===== config.mk =====
export PLATFORM = sky130hd
export DESIGN_NAME = ram32_byte_host
export DESIGN_NICKNAME = d
export VERILOG_FILES = /design/src/rtl/ram32_byte_host_pkg.sv /design/src/rtl/ram32_word_pack.sv /design/src/rtl/ram32_byte_host.sv
export SDC_FILE = /design/constraint.sdc
export NUM_CORES = 1
export LEC_CHECK = 0
export CORE_MARGIN = 3
export CORE_UTILIZATION = 53
export CTS_CLUSTER_DIAMETER = 50
export DETAILED_ROUTE_END_ITERATION = 10
export GPL_TIMING_DRIVEN = 0
export PLACE_DENSITY = 0.8
export SYNTH_ARGS = -nofsm -noshare
export SYNTH_HDL_FRONTEND = slang
export SYNTH_SLANG_ARGS = --single-unit
export TNS_END_PERCENT = 30

===== constraint.sdc =====
create_clock -name CLK -period 3.1 [get_ports CLK]
set_input_delay 0.31 -clock CLK [delete_from_list [all_inputs] [get_ports CLK]]
set_output_delay 0.31 -clock CLK [all_outputs]
set_load 0.005 [all_outputs]

===== src/rtl/ram32_byte_host_pkg.sv =====
// Shared types, widths and byte helpers for the RAM32 byte-stream host.
package ram32_byte_host_pkg;

    localparam int unsigned RAM_ADDR_W   = 5;
    localparam int unsigned RAM_DATA_W   = 32;
    localparam int unsigned BYTE_W       = 8;
    localparam int unsigned BYTES        = 4;
    localparam int unsigned IDX_W        = 2;
    localparam int unsigned MASK_W       = 4;
    localparam int unsigned CMD_WR_BIT   = 7;
    localparam int unsigned CMD_ADDR_LSB = 0;

    typedef enum logic [2:0] {
        ST_IDLE,
        ST_MASK,
        ST_DATA,
        ST_WR_ISSUE,
        ST_RD_ISSUE,
        ST_RD_CAP,
        ST_SEND
    } state_e;

    // One registered RAM port cycle.
    typedef struct packed {
        logic                  en;
        logic [MASK_W-1:0]     we;
        logic [RAM_ADDR_W-1:0] a;
        logic [RAM_DATA_W-1:0] di;
    } ram_req_t;

    function automatic logic [BYTE_W-1:0] get_byte(input logic [RAM_DATA_W-1:0] w,
                                                   input logic [IDX_W-1:0]      idx);
        return w[{idx, 3'b000} +: BYTE_W];
    endfunction

    function automatic logic [RAM_DATA_W-1:0] set_byte(input logic [RAM_DATA_W-1:0] w,
                                                       input logic [IDX_W-1:0]      idx,
                                                       input logic [BYTE_W-1:0]     b);
        logic [RAM_DATA_W-1:0] r;
        r = w;
        r[{idx, 3'b000} +: BYTE_W] = b;
        return r;
    endfunction

endpackage


===== src/rtl/ram32_word_pack.sv =====
// 32-bit word buffer loadable either one byte lane at a time or as a whole word.
module ram32_word_pack
    import ram32_byte_host_pkg::*;
(
    input  logic                  CLK,
    input  logic                  RST_N,
    input  logic                  byte_we,
    input  logic [IDX_W-1:0]      byte_idx,
    input  logic [BYTE_W-1:0]     byte_in,
    input  logic                  word_we,
    input  logic [RAM_DATA_W-1:0] word_in,
    output logic [RAM_DATA_W-1:0] word_q
);

    logic [RAM_DATA_W-1:0] word_d;

    // Whole-word load wins over a lane load.
    always_comb begin
        word_d = word_q;
        if (word_we) begin
            word_d = word_in;
        end else if (byte_we) begin
            word_d = set_byte(word_q, byte_idx, byte_in);
        end
    end

    always_ff @(posedge CLK or negedge RST_N) begin
        if (!RST_N) begin
            word_q <= '0;
        end else begin
            word_q <= word_d;
        end
    end

endmodule


===== src/rtl/ram32_byte_host.sv =====
// Byte-stream command host for the 32x32 byte-writable RAM macro.
// Write frame: cmd, mask, 4 data bytes LSB first. Read frame: cmd, reply 4 bytes LSB first.
module ram32_byte_host
    import ram32_byte_host_pkg::*;
#(
    parameter int unsigned ADDR_W = RAM_ADDR_W,
    parameter int unsigned DATA_W = RAM_DATA_W
) (
    input  logic              CLK,
    input  logic              RST_N,
    input  logic [7:0]        in_data,
    input  logic              in_valid,
    output logic              in_ready,
    output logic [7:0]        out_data,
    output logic              out_valid,
    input  logic              out_ready,
    output logic              busy,
    output logic              ram_en,
    output logic [3:0]        ram_we,
    output logic [ADDR_W-1:0] ram_a,
    output logic [DATA_W-1:0] ram_di,
    input  logic [DATA_W-1:0] ram_do
);

    state_e                state_q, state_d;
    logic [IDX_W-1:0]      cnt_q, cnt_d;
    logic [MASK_W-1:0]     mask_q, mask_d;
    logic [RAM_ADDR_W-1:0] addr_q, addr_d;
    ram_req_t              ram_q, ram_d;
    logic                  in_ready_q, in_ready_d;
    logic                  busy_q, busy_d;
    logic                  out_valid_q, out_valid_d;
    logic [BYTE_W-1:0]     out_data_q, out_data_d;

    logic                  pack_we;
    logic                  reply_we;
    logic [RAM_DATA_W-1:0] pack_word;
    logic [RAM_DATA_W-1:0] reply_word;
    logic                  in_fire;

    assign in_fire = in_valid & in_ready_q;

    ram32_word_pack u_pack (
        .CLK      (CLK),
        .RST_N    (RST_N),
        .byte_we  (pack_we),
        .byte_idx (cnt_q),
        .byte_in  (in_data),
        .word_we  (1'b0),
        .word_in  ('0),
        .word_q   (pack_word)
    );

    ram32_word_pack u_reply (
        .CLK      (CLK),
        .RST_N    (RST_N),
        .byte_we  (1'b0),
        .byte_idx ('0),
        .byte_in  ('0),
        .word_we  (reply_we),
        .word_in  (RAM_DATA_W'(ram_do)),
        .word_q   (reply_word)
    );

    // Next-state and registered-output decode; RAM strobes are one-cycle pulses.
    always_comb begin
        state_d     = state_q;
        cnt_d       = cnt_q;
        mask_d      = mask_q;
        addr_d      = addr_q;
        ram_d       = ram_q;
        ram_d.en    = 1'b0;
        ram_d.we    = '0;
        out_valid_d = 1'b0;
        out_data_d  = out_data_q;
        pack_we     = 1'b0;
        reply_we    = 1'b0;

        unique case (state_q)
            ST_IDLE: begin
                if (in_fire) begin
                    addr_d = in_data[CMD_ADDR_LSB +: RAM_ADDR_W];
                    if (in_data[CMD_WR_BIT]) begin
                        state_d = ST_MASK;
                    end else begin
                        state_d  = ST_RD_ISSUE;
                        ram_d.en = 1'b1;
                        ram_d.a  = in_data[CMD_ADDR_LSB +: RAM_ADDR_W];
                    end
                end
            end
            ST_MASK: begin
                if (in_fire) begin
                    mask_d  = in_data[MASK_W-1:0];
                    cnt_d   = '0;
                    state_d = ST_DATA;
                end
            end
            ST_DATA: begin
                if (in_fire) begin
                    pack_we = 1'b1;
                    cnt_d   = cnt_q + IDX_W'(1);
                    if (cnt_q == IDX_W'(BYTES - 1)) begin
                        state_d  = ST_WR_ISSUE;
                        ram_d.en = 1'b1;
                        ram_d.we = mask_q;
                        ram_d.a  = addr_q;
                        ram_d.di = set_byte(pack_word, cnt_q, in_data);
                    end
                end
            end
            ST_WR_ISSUE: begin
                state_d = ST_IDLE;
            end
            ST_RD_ISSUE: begin
                state_d = ST_RD_CAP;
            end
            ST_RD_CAP: begin
                reply_we = 1'b1;
                cnt_d    = '0;
                state_d  = ST_SEND;
            end
            ST_SEND: begin
                // First SEND cycle primes the output register from the reply buffer.
                if (!out_valid_q) begin
                    out_valid_d = 1'b1;
                    out_data_d  = get_byte(reply_word, cnt_q);
                end else if (out_ready) begin
                    cnt_d = cnt_q + IDX_W'(1);
                    if (cnt_q == IDX_W'(BYTES - 1)) begin
                        state_d = ST_IDLE;
                    end else begin
                        out_valid_d = 1'b1;
                        out_data_d  = get_byte(reply_word, cnt_q + IDX_W'(1));
                    end
                end else begin
                    out_valid_d = 1'b1;
                end
            end
            default: begin
                state_d = ST_IDLE;
            end
        endcase

        in_ready_d = (state_d == ST_IDLE) || (state_d == ST_MASK) || (state_d == ST_DATA);
        busy_d     = (state_d != ST_IDLE);
    end

    always_ff @(posedge CLK or negedge RST_N) begin
        if (!RST_N) begin
            state_q     <= ST_IDLE;
            cnt_q       <= '0;
            mask_q      <= '0;
            addr_q      <= '0;
            ram_q       <= '0;
            in_ready_q  <= 1'b0;
            busy_q      <= 1'b0;
            out_valid_q <= 1'b0;
            out_data_q  <= '0;
        end else begin
            state_q     <= state_d;
            cnt_q       <= cnt_d;
            mask_q      <= mask_d;
            addr_q      <= addr_d;
            ram_q       <= ram_d;
            in_ready_q  <= in_ready_d;
            busy_q      <= busy_d;
            out_valid_q <= out_valid_d;
            out_data_q  <= out_data_d;
        end
    end

    assign in_ready  = in_ready_q;
    assign busy      = busy_q;
    assign out_valid = out_valid_q;
    assign out_data  = out_data_q;
    assign ram_en    = ram_q.en;
    assign ram_we    = ram_q.we;
    assign ram_a     = ADDR_W'(ram_q.a);
    assign ram_di    = DATA_W'(ram_q.di);

endmodule


Yosys cells after proc, flatten, opt, wreduce, memory -nomap -nowiden
Index checks and enable logic that the tools add are counted.
Word-level totals
  input bits: 44
  output and inout port bits: 53
  logic and storage cells: 85
  flip-flop bits (word level): 131
Cells by class
  muxes and demuxes: 34
  $add $sub $neg: 2
  bitwise logic cells: 1
  shift operators: 4
  reductions and logical operators: 13
  equal/unequal tests: 17
Operator list (count)
  $mux 42: 2
  $shiftx 32x6->8: 2
  $bwmux 32: 1
  $shift 8x7->32 const A: 1
  $shiftx 8x7->32: 1
  $mux 3: 8
  $mux 8: 3
  $ne 2x2->1 const B: 9
  $pmux 3 s6: 1
  $mux 5: 2
  $pmux 5 s2: 1
  $reduce_and 5->1: 2
  $eq 3x3->1 const B: 3
  $mux 1: 9
  $mux 2: 4
  $pmux 2 s4: 1
  $neg 5->7: 1
  $eq 3x1->1 const B: 2
  $eq 3x2->1 const B: 2
  $logic_not 3->1: 2
  $reduce_and 3->1: 2
  $mux 4: 1
  $reduce_and 2->1: 2
  $reduce_bool 4->1: 1
  7 further kinds: 8

Longest topological paths before layout
  word-level depth: 8
  depth in mapped cells: 8
  depth with buffers taken out: 6

Modules after synthesis
A second synthesis with hierarchy kept.
Unflattened totals
  cells, all modules: 538
  area, all modules: 6351.1 µm²
By module, submodules not included
  ram32_byte_host: sequential area each 1676.6 µm², times used 1, cells each 289, area an instance 3253.1 µm²
  ram32_word_pack at u_pack: sequential area each 800.8 µm², times used 1, cells each 129, area an instance 1555.2 µm²
  ram32_word_pack at u_reply: sequential area each 800.8 µm², times used 1, cells each 120, area an instance 1542.7 µm²

Worst setup path after synthesis
Ideal clock, no wire load.
  path type: reg2reg
  from: register cnt_q[0]
  to: register out_data_q[0] (netlist: out_data[0])
  cell stages (with the launch flop): 7
  arrival time: 2.037 ns
  clock period less this slack: 2.161 ns
  path slack: 0.939 ns
  buffers on the path: 1
  required time: 2.975 ns
  library setup time: 0.125 ns
  cell sequence: dfrtp_1 buf_6 inv_2 ha_1 mux2i_1 mux4_1 mux2_2
On the way
  word-level cells in the longest chain between the ends: 5
  elaborated cells on any way between the ends: 9
  those cells by class: 1 x add/sub; 2 x eq/ne; 2 x shift; 3 x mux; 1 x reduce/logical
Ends and longest elaborated chain
  start: declaration: RTL line ram32_byte_host.sv:26  | logic [IDX_W-1:0] cnt_q, cnt_d;
  start signal: assignment: RTL line ram32_byte_host.sv:162  | cnt_q <= cnt_d;
  $add 2x1->2: RTL line ram32_byte_host.sv:134  | out_data_d = get_byte(reply_word, cnt_q + IDX_W'(1));
  $shiftx 32x6->8: RTL line ram32_byte_host_pkg.sv:33  | return w[{idx, 3'b000} +: BYTE_W];
  $mux 8: RTL line ram32_byte_host.sv:130  | if (cnt_q == IDX_W'(BYTES - 1)) begin
  $mux 8: RTL line ram32_byte_host.sv:128  | end else if (out_ready) begin
  $mux 8: RTL line ram32_byte_host.sv:125  | if (!out_valid_q) begin
  end signal: assignment: RTL line ram32_byte_host.sv:169  | out_data_q <= out_data_d;
  end: declaration: RTL line ram32_byte_host.sv:33  | logic [BYTE_W-1:0] out_data_q, out_data_d;
Several ways; a longest one is shown, not always the timed one. The select of a mux whose other input is x is not followed.
A chain may end at the register's enable or synchronous reset.

Worst setup path after layout
  from: register cnt_q[0]
  to: register out_data_q[2] (netlist: out_data[2])
The elaborated chain is that of the path after synthesis.

==> out/qor.yml <==
final-hold-violation-count: 0
syn_nets: 527
seq_area_sq_um: 3278
path_clk_slew_ns: 0.06
syn_area_sq_um: 5803
ys.flop_type: "dfrtp_1"
utilization_pct: 71.00
min_period_ns: 2.623
port_buffers: 93
antenna_cells: 0
startpoint_type: "register"
fp.dieArea_sq_um: 12240
firstDrtPassIters: 5
critical_path_class: "reg -> reg"
yosys_warnings: 0
dr.first_iter.drc_count: 286
drive_gt1_share_pct: 17.56
rsz0062_at_grt: "false"
ys_seq_elements: 131
fill_cells: 754
cts_root_buf: "clkbuf_8"
globalplace.congestion: 0.7919
grt.total_usage_pct: 22.70
multi_input_area_sq_um: 2347
leakagePower_nw: 3.333
cts_sinks: 131
grt_pass1_vias: 4358
grt_max_degree: 71
critPathMaxFanout: 8
routed_wl_mm: 13.24
drtAntennaViolNets: 0
setup_viol: 0
maxCapViolCount: 0
max_slew_margin_pct: 38.86
ys_types: 41
grt_pass1_wl_mm: 22.12
power_density_nw_per_um2: 798.6
rows: 37
end_kind: "register"
hp-class: "in -> reg"
die_y_um: 110.6
ys_seq_area_share_pct: 56.49
initial_core_util_pct: 55.22
status: "completed"
dr_total_vias: 4181
clk_latency_ns: 0.52
ir_drop_v: 0.0004995
via_per_inst: 5.696
synth_edf_count: 0
cts_tree: "yes"
io_pins: 97
synthArstFlopShare_pct: 100.0
grt_overflow: 0
avgSynthCellArea_sq_um: 12.27
post_cts_buffers: 0
core-area_sq_um: 10510
die_w_um: 110.6
final_nets: 641
crit_arrival_ns: 3.03
tightest_slew_ns: 0.8916
ctsLongestPathBuffers: 2
synthToLayoutAreaGrowth_pct: 28.57
fin_hold_ws_ns: 0.3034
drc: 0
wire_per_inst_um: 18.04
cts.htree.levels: 4
slew_violations: 0
fmax_ghz: 0.3812
dp_hpwl_mm: 9.053
synth_cells: 473
fin_crit_sh_pct: 84.62
fin_skew_ns: 0.007853
numCtsBuffers: 17
antenna_found_initial: 0
cp.required_ns: 3.50
-- layer usage --
layer,vias up,track usage [%],part of all wire [%]
li1,1929,-,-
met4,0,6.979,1.0
met3,16,6.137,6.4
met2,155,38.19,52
met1,2081,28.77,41
met5,-,0,0
-- cells in the final DEF (no fill, tap or decap), types with 10 or more instances in the layout --
cell type          n
a22o_1            34
buf_2             13
clkdlybuf4s50_1   92
nor2_1            37
mux2_2            50
clkbuf_1          12
nor2b_1           32
clkbuf_16         16
nand2_1           14
ha_1              10
dfrtp_1          131
a21oi_1           73
-- critical path, cell delays in order (launching register included) --
cell and delay (ns):
dfrtp_1 0.42, buf_6 0.18, inv_2 0.08, ha_1 0.39, mux2i_1 0.74, mux4_1 0.41
mux2_2 0.28
-- area by class of cell --
class                      count  area share (%)
sequential                   131           43.94
multi-input combinational    304           31.46
timing repair buffer          95           13.00
clock buffer                  21           6.155
tap                          136           2.281
buffer                        30           1.979
clock inverter                 9          0.7882
inverter                       8          0.4025
-- kinds of logic after synthesis --
logic type               after synthesis  synth area share (%)
AO/OA/AOI/OAI                        128                 14.12
multiplexers                          60                 13.67
XOR/XNOR                               1                0.4744
buffers and inverters                 38                 3.062
AND/OR/NAND/NOR                      105                 10.03
adder cells (fa/ha/maj)               10                 2.156
flip-flops                           131                 56.49
-- report_power, final --
part,switching [mW],internal [mW]
combinational,0.810,1.01
sequential,0.250,2.17
clock,0.695,1.03
total,1.75,4.20
-- path summary, 6_finish.rpt --
check	start	to	slack [ns]	depth (start not counted)
hold / removal	in_data[6]	u_pack.word_q[22]	0.30	2
setup / recovery	cnt_q[0]	out_data[2]	0.48	6
setup reg to reg	cnt_q[0]	out_data[2]	0.48	6
hold reg to reg	u_pack.word_q[11]	u_pack.word_q[11]	0.49	1
max in group asynchronous	RST_N	out_data[0]	2.04	3
min in group asynchronous	RST_N	ram_a[0]	0.33	2
-- synth_stat cells (all sizes together), types with 2 or more instances --
cell      n  area, sq um
a211o     2        17.52
a21oi    74        374.1
a22o     34        297.8
a22oi     5        37.54
a31oi     2        12.51
and2      6        37.54
and3      5        31.28
buf      19        106.4
clkbuf   11        41.29
dfrtp   131         3278
ha       10        125.1
inv       8        30.03
mux2     50        563.0
mux2i     2        20.02
mux4      8        210.2
nand2    14        52.55
nand2b    2        12.51
nor2     37        138.9
nor2b    32        200.2
nor3      2        20.02
nor4b     2        47.55
o21ai     2        10.01
o22ai     2        12.51
-- what timing repair did --
action                                  in CTS  in global routing
resized for setup                            0                  0
endpoints found under the setup margin       0                  0
hold buffers                                 1                  0
endpoints found under the hold margin       61                  0
-- per-stage QoR --
| stage | instances | setup TNS [ns] | power [mW] | worst slack (ns) | cell area (sq um) |
|---|---|---|---|---|---|
| 5_1_grt | 734 | 0 | 6.299 | 0.3399 | 7461 |
| 3_3_place_gp | 702 | -411.36 | 4.139 | -3.148 | 6904 |
| 6_report | 734 | 0 | 5.958 | 0.4767 | 7461 |
| 3_5_place_dp | 703 | 0 | 4.237 | 0.4555 | 6933 |
| 4_1_cts | 734 | 0 | 5.993 | 0.4455 | 7461 |
| 2_1_floorplan | 473 | 0 | 3.597 | 0.9387 | 5803 |
-- sequential cells by signal (all words and copies together), names as in the netlist, 4 cells and up --
| signal | count |
|---|---|
| ram_we | 4 |
| out_data | 8 |
| ram_di | 32 |
| u_reply.word_q | 32 |
| addr_q | 5 |
| mask_q | 4 |
| u_pack.word_q | 32 |
| ram_a | 5 |
Note: power is estimated with default switching activity, not from simulation.
